`config.mk`:
```
export PLATFORM = sky130hd
export DESIGN_NAME = pipe_hazard_ctrl
export DESIGN_NICKNAME = d
export VERILOG_FILES = /design/src/rtl/pipe_hazard_ctrl_pkg.sv /design/src/rtl/pipe_hazard_ctrl_fetch_skid.sv /design/src/rtl/pipe_hazard_ctrl.sv
export SDC_FILE = /design/constraint.sdc
export NUM_CORES = 1
export LEC_CHECK = 0
export ABC_CLOCK_PERIOD_IN_PS = 9070
export CAP_MARGIN = 15
export CORE_MARGIN = 2
export CORE_UTILIZATION = 31
export DETAILED_ROUTE_END_ITERATION = 8
export PLACE_DENSITY = 0.59
export SYNTH_ARGS = -nofsm -noshare
export SYNTH_HDL_FRONTEND = slang
export SYNTH_SLANG_ARGS = --single-unit
```
`constraint.sdc`:
```
create_clock -name clk -period 9.07 [get_ports clk]
set_input_delay 2.721 -clock clk [delete_from_list [all_inputs] [get_ports clk]]
set_output_delay 2.721 -clock clk [all_outputs]
set_load 0.01 [all_outputs]
```
`src/rtl/pipe_hazard_ctrl_pkg.sv`:
```
// Shared types for the pipeline sequencing controller: FSM states and stage control bundle.
package pipe_hazard_ctrl_pkg;

    localparam int unsigned REG_IDX_W = 5;

    typedef enum logic [1:0] {
        F_REQ  = 2'd0,
        F_WAIT = 2'd1,
        F_DROP = 2'd2
    } fetch_state_e;

    typedef enum logic {
        D_IDLE = 1'b0,
        D_BUSY = 1'b1
    } dmem_state_e;

    typedef struct packed {
        logic pc_en;
        logic if_id_en;
        logic if_id_flush;
        logic id_ex_en;
        logic id_ex_flush;
        logic ex_mem_en;
        logic mem_wb_en;
        logic mem_wb_flush;
    } stage_ctrl_t;

    // Everything frozen, every bubble-capable stage loading a bubble.
    localparam stage_ctrl_t CTRL_RESET = '{
        pc_en: 1'b0, if_id_en: 1'b0, if_id_flush: 1'b1, id_ex_en: 1'b0,
        id_ex_flush: 1'b1, ex_mem_en: 1'b0, mem_wb_en: 1'b0, mem_wb_flush: 1'b1
    };

    // Free-flowing pipeline.
    localparam stage_ctrl_t CTRL_RUN = '{
        pc_en: 1'b1, if_id_en: 1'b1, if_id_flush: 1'b0, id_ex_en: 1'b1,
        id_ex_flush: 1'b0, ex_mem_en: 1'b1, mem_wb_en: 1'b1, mem_wb_flush: 1'b0
    };

    // True when an ID source operand is read and matches the EX destination.
    function automatic logic src_hits(input logic                 uses,
                                      input logic [REG_IDX_W-1:0] src,
                                      input logic [REG_IDX_W-1:0] rd);
        return uses && (src == rd);
    endfunction

endpackage

```
`src/rtl/pipe_hazard_ctrl_fetch_skid.sv`:
```
// Fetch sequencer: one outstanding imem request, response drop after redirect, 1-entry skid.
module pipe_hazard_ctrl_fetch_skid
    import pipe_hazard_ctrl_pkg::*;
#(
    parameter int unsigned XLEN = 32
) (
    input  logic            clk,
    input  logic            rst_n,
    input  logic            redirect,
    input  logic            accept,
    input  logic            imem_rvalid,
    input  logic [XLEN-1:0] imem_rdata,
    output logic            imem_req_c,
    output logic            inst_avail_c,
    output logic [XLEN-1:0] inst_c
);

    fetch_state_e    state_q, state_d;
    logic            skid_valid_q, skid_valid_d;
    logic [XLEN-1:0] skid_data_q, skid_data_d;
    logic            rsp_live;

    // State and skid registers.
    always_ff @(posedge clk or negedge rst_n) begin
        if (!rst_n) begin
            state_q      <= F_REQ;
            skid_valid_q <= 1'b0;
            skid_data_q  <= '0;
        end else begin
            state_q      <= state_d;
            skid_valid_q <= skid_valid_d;
            skid_data_q  <= skid_data_d;
        end
    end

    // Next state, skid update and fetch-side outputs.
    always_comb begin
        state_d      = state_q;
        skid_valid_d = skid_valid_q;
        skid_data_d  = skid_data_q;
        imem_req_c   = 1'b0;

        rsp_live     = (state_q == F_WAIT) && !skid_valid_q && imem_rvalid;
        inst_avail_c = skid_valid_q || rsp_live;
        inst_c       = skid_valid_q ? skid_data_q : (rsp_live ? imem_rdata : '0);

        unique case (state_q)
            // A redirect retargets the PC this cycle, so the request waits for the new address.
            F_REQ: begin
                imem_req_c = !redirect;
                if (!redirect) begin
                    state_d = F_WAIT;
                end
            end
            F_WAIT: begin
                if (redirect) begin
                    skid_valid_d = 1'b0;
                    state_d      = inst_avail_c ? F_REQ : F_DROP;
                end else if (inst_avail_c) begin
                    if (accept) begin
                        skid_valid_d = 1'b0;
                        state_d      = F_REQ;
                    end else if (!skid_valid_q) begin
                        skid_valid_d = 1'b1;
                        skid_data_d  = imem_rdata;
                    end
                end
            end
            F_DROP: begin
                if (imem_rvalid) begin
                    state_d = F_REQ;
                end
            end
            default: state_d = F_REQ;
        endcase
    end

endmodule

```
`src/rtl/pipe_hazard_ctrl.sv`:
```
// Pipeline sequencing controller: hazard priority, stage enables/flushes, perf counters.
module pipe_hazard_ctrl
    import pipe_hazard_ctrl_pkg::*;
#(
    parameter int unsigned XLEN  = 32,
    parameter int unsigned CNT_W = 32
) (
    input  logic                 clk,
    input  logic                 rst_n,
    input  logic [REG_IDX_W-1:0] id_rs1_idx,
    input  logic [REG_IDX_W-1:0] id_rs2_idx,
    input  logic                 id_uses_rs1,
    input  logic                 id_uses_rs2,
    input  logic [REG_IDX_W-1:0] ex_rd_idx,
    input  logic                 ex_mem_ren,
    input  logic                 ex_redirect,
    input  logic                 mem_access,
    input  logic                 dmem_done,
    input  logic                 imem_rvalid,
    input  logic [XLEN-1:0]      imem_rdata,
    output logic                 imem_req,
    output logic                 fetch_valid,
    output logic [XLEN-1:0]      fetch_inst,
    output logic                 pc_en,
    output logic                 if_id_en,
    output logic                 id_ex_en,
    output logic                 ex_mem_en,
    output logic                 mem_wb_en,
    output logic                 if_id_flush,
    output logic                 id_ex_flush,
    output logic                 mem_wb_flush,
    output logic [CNT_W-1:0]     stall_cnt,
    output logic [CNT_W-1:0]     flush_cnt
);

    logic            dstall;
    logic            load_use;
    logic            redirect_take;
    logic            accept;
    logic            inst_avail;
    logic            imem_req_raw;
    logic [XLEN-1:0] inst_raw;
    stage_ctrl_t     ctrl;
    stage_ctrl_t     ctrl_live;
    dmem_state_e     dmem_state_q, dmem_state_d;
    logic [CNT_W-1:0] stall_cnt_q, flush_cnt_q;

    // Hazard terms; a redirect is held back while MEM freezes the front of the pipe.
    always_comb begin
        dstall        = mem_access && !dmem_done;
        load_use      = ex_mem_ren && (ex_rd_idx != '0) &&
                        (src_hits(id_uses_rs1, id_rs1_idx, ex_rd_idx) ||
                         src_hits(id_uses_rs2, id_rs2_idx, ex_rd_idx));
        redirect_take = ex_redirect && !dstall;
    end

    // Priority: dstall > redirect > load-use > fetch wait > normal.
    always_comb begin
        ctrl_live = CTRL_RUN;
        if (dstall) begin
            ctrl_live.pc_en        = 1'b0;
            ctrl_live.if_id_en     = 1'b0;
            ctrl_live.id_ex_en     = 1'b0;
            ctrl_live.ex_mem_en    = 1'b0;
            ctrl_live.mem_wb_flush = 1'b1;
        end else if (redirect_take) begin
            ctrl_live.if_id_flush  = 1'b1;
            ctrl_live.id_ex_flush  = 1'b1;
        end else if (load_use) begin
            ctrl_live.pc_en        = 1'b0;
            ctrl_live.if_id_en     = 1'b0;
            ctrl_live.id_ex_flush  = 1'b1;
        end else if (!inst_avail) begin
            ctrl_live.pc_en        = 1'b0;
            ctrl_live.if_id_flush  = 1'b1;
        end
        accept = ctrl_live.if_id_en && !ctrl_live.if_id_flush;
    end

    // Outputs show their reset values for as long as rst_n is held low.
    always_comb begin
        ctrl         = rst_n ? ctrl_live : CTRL_RESET;
        imem_req     = rst_n && imem_req_raw;
        fetch_valid  = rst_n && inst_avail;
        fetch_inst   = rst_n ? inst_raw : '0;
        pc_en        = ctrl.pc_en;
        if_id_en     = ctrl.if_id_en;
        id_ex_en     = ctrl.id_ex_en;
        ex_mem_en    = ctrl.ex_mem_en;
        mem_wb_en    = ctrl.mem_wb_en;
        if_id_flush  = ctrl.if_id_flush;
        id_ex_flush  = ctrl.id_ex_flush;
        mem_wb_flush = ctrl.mem_wb_flush;
        stall_cnt    = stall_cnt_q;
        flush_cnt    = flush_cnt_q;
    end

    // Data-memory wait tracking, next state.
    always_comb begin
        dmem_state_d = dmem_state_q;
        unique case (dmem_state_q)
            D_IDLE:  if (dstall)    dmem_state_d = D_BUSY;
            D_BUSY:  if (dmem_done) dmem_state_d = D_IDLE;
            default: dmem_state_d = D_IDLE;
        endcase
    end

    // Data FSM register and wrapping performance counters.
    always_ff @(posedge clk or negedge rst_n) begin
        if (!rst_n) begin
            dmem_state_q <= D_IDLE;
            stall_cnt_q  <= '0;
            flush_cnt_q  <= '0;
        end else begin
            dmem_state_q <= dmem_state_d;
            if (!ctrl_live.pc_en) begin
                stall_cnt_q <= stall_cnt_q + CNT_W'(1);
            end
            if (redirect_take) begin
                flush_cnt_q <= flush_cnt_q + CNT_W'(1);
            end
        end
    end

    pipe_hazard_ctrl_fetch_skid #(
        .XLEN (XLEN)
    ) u_fetch_skid (
        .clk          (clk),
        .rst_n        (rst_n),
        .redirect     (redirect_take),
        .accept       (accept),
        .imem_rvalid  (imem_rvalid),
        .imem_rdata   (imem_rdata),
        .imem_req_c   (imem_req_raw),
        .inst_avail_c (inst_avail),
        .inst_c       (inst_raw)
    );

endmodule

```
=== Word level (Yosys, flattened, before mapping) ===
Cells that the tools add are included.

* Input port bits: 56
* Logic and storage cells: 71
* Flip-flop bits (word level): 99

* Reduce and logical (&&, ||, !) cells: 24
* Bitwise logic cells: 3
* Equal/unequal tests: 8
* Muxes and demuxes: 29
* Add/subtract/negate cells: 2

{| class="wikitable"
|+ Operators by type and width
! operator !! count
|-
| 32-bit two-way mux || 3
|-
| 32-bit by 1-bit adder with 32-bit output, second input constant || 2
|-
| 1-bit two-way mux || 16
|-
| 2-bit two-way mux || 8
|-
| 1-bit logical AND || 11
|-
| 5-bit == test || 2
|-
| 8-bit two-way mux || 1
|-
| 3-bit by 2-bit inequality test with 1-bit output, second input constant || 2
|-
| 2-bit case mux with 3 select lines || 1
|-
| 1-bit logical NOT || 5
|-
| 5-bit AND reduction || 1
|-
| 5-bit nonzero test || 1
|-
| 2-bit inequality test, second input constant || 2
|-
| 4-bit AND reduction || 1
|-
| 1-bit inverter || 3
|-
| 2-bit by 1-bit == test with 1-bit output, second input constant || 1
|-
| 2-bit == test, second input constant || 1
|-
| 2-bit logical NOT || 1
|-
| 1-bit logical OR || 2
|-
| 2-bit AND reduction || 1
|-
| 2-bit nonzero test || 1
|}

=== Logic depth before layout (Yosys ltp) ===
* Word-level depth: 14
* Mapped depth: 7
* Mapped depth without buffers: 7

=== By module ===
A second synthesis with hierarchy kept.

* Cells, all modules: 450
* Area total of the unflattened synthesis: 5251.3 µm²

{| class="wikitable"
|+ Modules (own cells, without submodules)
! module !! cells an instance !! area each (µm²) !! instances !! sequential area each (µm²)
|-
| pipe_hazard_ctrl || 326 || 3425.8 || 1 || 1601.5
|-
| pipe_hazard_ctrl_fetch_skid || 124 || 1825.5 || 1 || 875.8
|}

=== Least setup slack after synthesis ===
OpenSTA, ideal clock, no wires.

* Path type: input -> output
* From: in ex_rd_idx[1]
* To: out pc_en
* Arrival: 4.254 ns
* Setup slack: 2.095 ns
* Stages on the path: 6
* Cells stage by stage: or4_1 > o21ai_0 > nor2_1 > a21oi_1 > and2_1 > o21a_1

* Cells in the longest elaborated chain, start to end: 8

{| class="wikitable"
|+ Ends and longest elaborated chain
! item !! RTL line !! source
|-
| start: declaration || pipe_hazard_ctrl.sv:14 || <nowiki>input logic [REG_IDX_W-1:0] ex_rd_idx,</nowiki>
|-
| 5-bit == test || pipe_hazard_ctrl_pkg.sv:44 || <nowiki>return uses && (src == rd);</nowiki>
|-
| 1-bit logical AND || pipe_hazard_ctrl_pkg.sv:44 ||
|-
| 1-bit logical OR || pipe_hazard_ctrl.sv:52 || <nowiki>(src_hits(id_uses_rs1, id_rs1_idx, ex_rd_idx) ||</nowiki>
|-
| 1-bit logical AND * || pipe_hazard_ctrl.sv:51 || <nowiki>load_use = ex_mem_ren && (ex_rd_idx != '0) &&</nowiki>
|-
| 1-bit two-way mux * || pipe_hazard_ctrl.sv:69 || <nowiki>end else if (load_use) begin</nowiki>
|-
| 2-bit two-way mux * || pipe_hazard_ctrl.sv:66 || <nowiki>end else if (redirect_take) begin</nowiki>
|-
| 2-bit two-way mux * || pipe_hazard_ctrl.sv:60 || <nowiki>if (dstall) begin</nowiki>
|-
| 8-bit two-way mux * || pipe_hazard_ctrl.sv:82 || <nowiki>ctrl = rst_n ? ctrl_live : CTRL_RESET;</nowiki>
|-
| end: declaration || pipe_hazard_ctrl.sv:24 || <nowiki>output logic pc_en,</nowiki>
|}

Mark *: on every way between the ends. The rest lies on a longest branch, timed or not.

=== Final worst setup path ===
Ends and elaborated chain as after synthesis.

==> impl_metrics.ini <==
[power_and_ir_drop]
p_per_area_nw_per_um2 = 215.5
p_leak_nw = 2.749
peakVddDrop_mv = 0.1107

[detailed_routing]
vias = 4214
drtIter0Drc = 129
avgViaCountPerCell = 4.877
drc = 0
drtAntennaViolNets = 0
wire_per_inst_um = 16.17
routed_wl_mm = 13.97
drt_pass1_iterations = 5

[synthesis]
synthesis.nets = 549
ys_types = 43
synth-async-reset-ratio = 1.000
syn-instance-count = 491
synth_seq_cells = 99
avgSynthCellArea_sq_um = 10.05
ys.warnings.count = 0
synth_edf_count = 0
synth_area_sq_um = 4932
ys_seq_area_frac = 0.5023
ys.flop_type = dfrtp_1

[global_route]
grt_use_total = 0.1718
grt_overflow_total = 0
grt_max_degree = 75
grt_pass1_vias = 4237
grt_pass1_wl_mm = 22.56
antenna_found_initial = 0

[setup_path]
start_kind = primary input
crit_path_top_delay_cell = clkdlybuf4s50_1
crit_buf_inv = 2
slowest_delay_ps = 550
cp_max_fo = 3
arrival_ps = 5150
r2r_slack_ps = 6600
critPathTopFamily = buffers and inverters
cpMostUsedCell = clkdlybuf4s50_1
worstPathRequired_ps = 6350
critPathKind = in -> out
path_cells = clkdlybuf4s50_1, or4_1, o21ai_0, nor2_1, a21oi_2, and2_1, o21a_1, clkdlybuf4s50_1
endpoint_kind = primary output

[timing]
finalClockSkew_ps = 7.854
fin_setup_tns_ps = 0
period_share = 0.8679
layout_setup_ws_ps = 1198
worst_pin_slew_ps = 755.8
slew_headroom = 0.4961
drv_slew = 0
fin_crit_ps = 7872
report.final.setup_viol = 0
fmax_ghz = 0.1270
rsz0062_at_grt = false
hold_violations = 0

[layout]
final_layout_size_suffix_gt1_frac = 0.05556
area_growth_pct = 43.71
final_common_cell = clkdlybuf4s50_1
mostFrequentLayoutCells = clkdlybuf4s50_1, dfrtp_1, nand2_1, xnor2_1
diodes = 0
nFillCells = 1511
layout.nets = 701

[run]
max-cap-violations = 0

[die]
core-area_sq_um = 15710
die_area_sq_um = 16940
ioPinCount = 162
num_rows = 46
initial_core_util = 0.3139
die_h_um = 130.1
die_x_um = 130.1

[cts]
cts_buffers = 9
numClockSinks = 99
hold_buffers = 0
cts_tree = built
path_clk_slew_ps = 70
cts_root_buf = clkbuf_16
htreeDepth = 3
postCtsSetupBuffers = 0
cts_buffer_depth = 2
cts_resized = 0
clock_latency_ps = 350

[hold_path]
worstHoldPathType = reg -> reg

[place]
dp_slack_ps = 1220
dp_hpwl_mm = 9.934
place.port_buffers = 161
place.gp.congestion = 0.8733

[outcome]
status = finished clean
==> through the flow <==
step	cells	cell area, sq um	hold slack (ps)	util	power (W)
floorplan	491	4932	456.5	-	0.0008867
global placement	846	6744	459.3	0.4292	0.001121
detailed placement	847	6759	461.1	0.4302	0.001133
CTS	863	7061	475.1	0.4494	0.001540
global route	864	7088	489.4	0.4511	0.001622
finish	864	7088	471.0	0.4511	0.001528
==> path summary, 6_finish.rpt <==
path / depth (start not counted) / to / from
worst max-delay path: 8 / pc_en / ex_rd_idx[1]
max in group asynchronous: 2 / flush_cnt[2] / rst_n
worst max register to register: 6 / stall_cnt[31] / stall_cnt[4]
worst min register to register: 1 / flush_cnt[31] / flush_cnt[31]
min in group asynchronous: 1 / u_fetch_skid.skid_data_q[26] / rst_n
worst min-delay path: 1 / flush_cnt[31] / flush_cnt[31]
==> registers in the layout, summed over array words and instances, names as in the netlist <==
name	cells
stall_cnt	32
u_fetch_skid.skid_data_q	32
u_fetch_skid.state_q	2
flush_cnt	32
u_fetch_skid.skid_valid_q	1
==> area by class of cell <==
class | instances | area [sq um] | share of cell area
Timing Repair Buffer | 168 | 1689 | 0.2383
Sequential cell | 99 | 2477 | 0.3495
Clock inverter | 7 | 76.32 | 0.01077
Tap cell | 216 | 270.3 | 0.03813
Clock buffer | 9 | 225.2 | 0.03177
Inverter | 9 | 33.78 | 0.004766
Multi-Input combinational cell | 356 | 2316 | 0.3267
==> where the power goes <==
group / switching [W] / internal, W
Clock: 0.000178 / 0.000216
Combinational: 0.000215 / 0.000264
Sequential: 0.000101 / 0.000554
Total: 0.000494 / 0.00103
==> cells in the mapped netlist, drive strengths merged, types with 3 or more instances <==
master	instances	area, sq um
nand3	22	110.1
nand2	88	330.3
a21oi	5	25.02
a21boi	32	240.2
nor3	12	70.07
clkbuf	21	80.07
buf	6	35.03
and4	3	26.28
or3	6	38.79
nor2b	4	25.02
o21ai	4	20.02
xnor2	41	359.1
nand2b	5	31.28
or2	3	18.77
nor4b	3	26.28
or4	4	33.78
and2	5	31.28
nand4	15	100.1
nor4	12	75.07
inv	9	33.78
o2bb2ai	32	280.3
and3	7	45.05
xor2	31	271.5
nor2	10	37.54
dfrtp	99	2477
==> kinds of logic (layout without fill, tap and decap cells) <==
kind of cell / after synthesis / count (layout) / synth area share
buf+inv: 36 / 193 / 0.03019
fa+ha+maj: 2 / 2 / 0.005073
simple gates: 202 / 202 / 0.2073
compound gates: 78 / 78 / 0.1228
mux: 2 / 2 / 0.004566
xor+xnor: 72 / 72 / 0.1279
flops: 99 / 99 / 0.5023
==> per-layer routing <==
metal	track usage	wire, um	vias up
met2	0.2763	6578	110
met3	0.05248	885	14
met4	0.06199	230	0
li1	-	-	2010
met1	0.2193	6277	2080
met5	0	0	-
(Power assumes the default switching activity.)
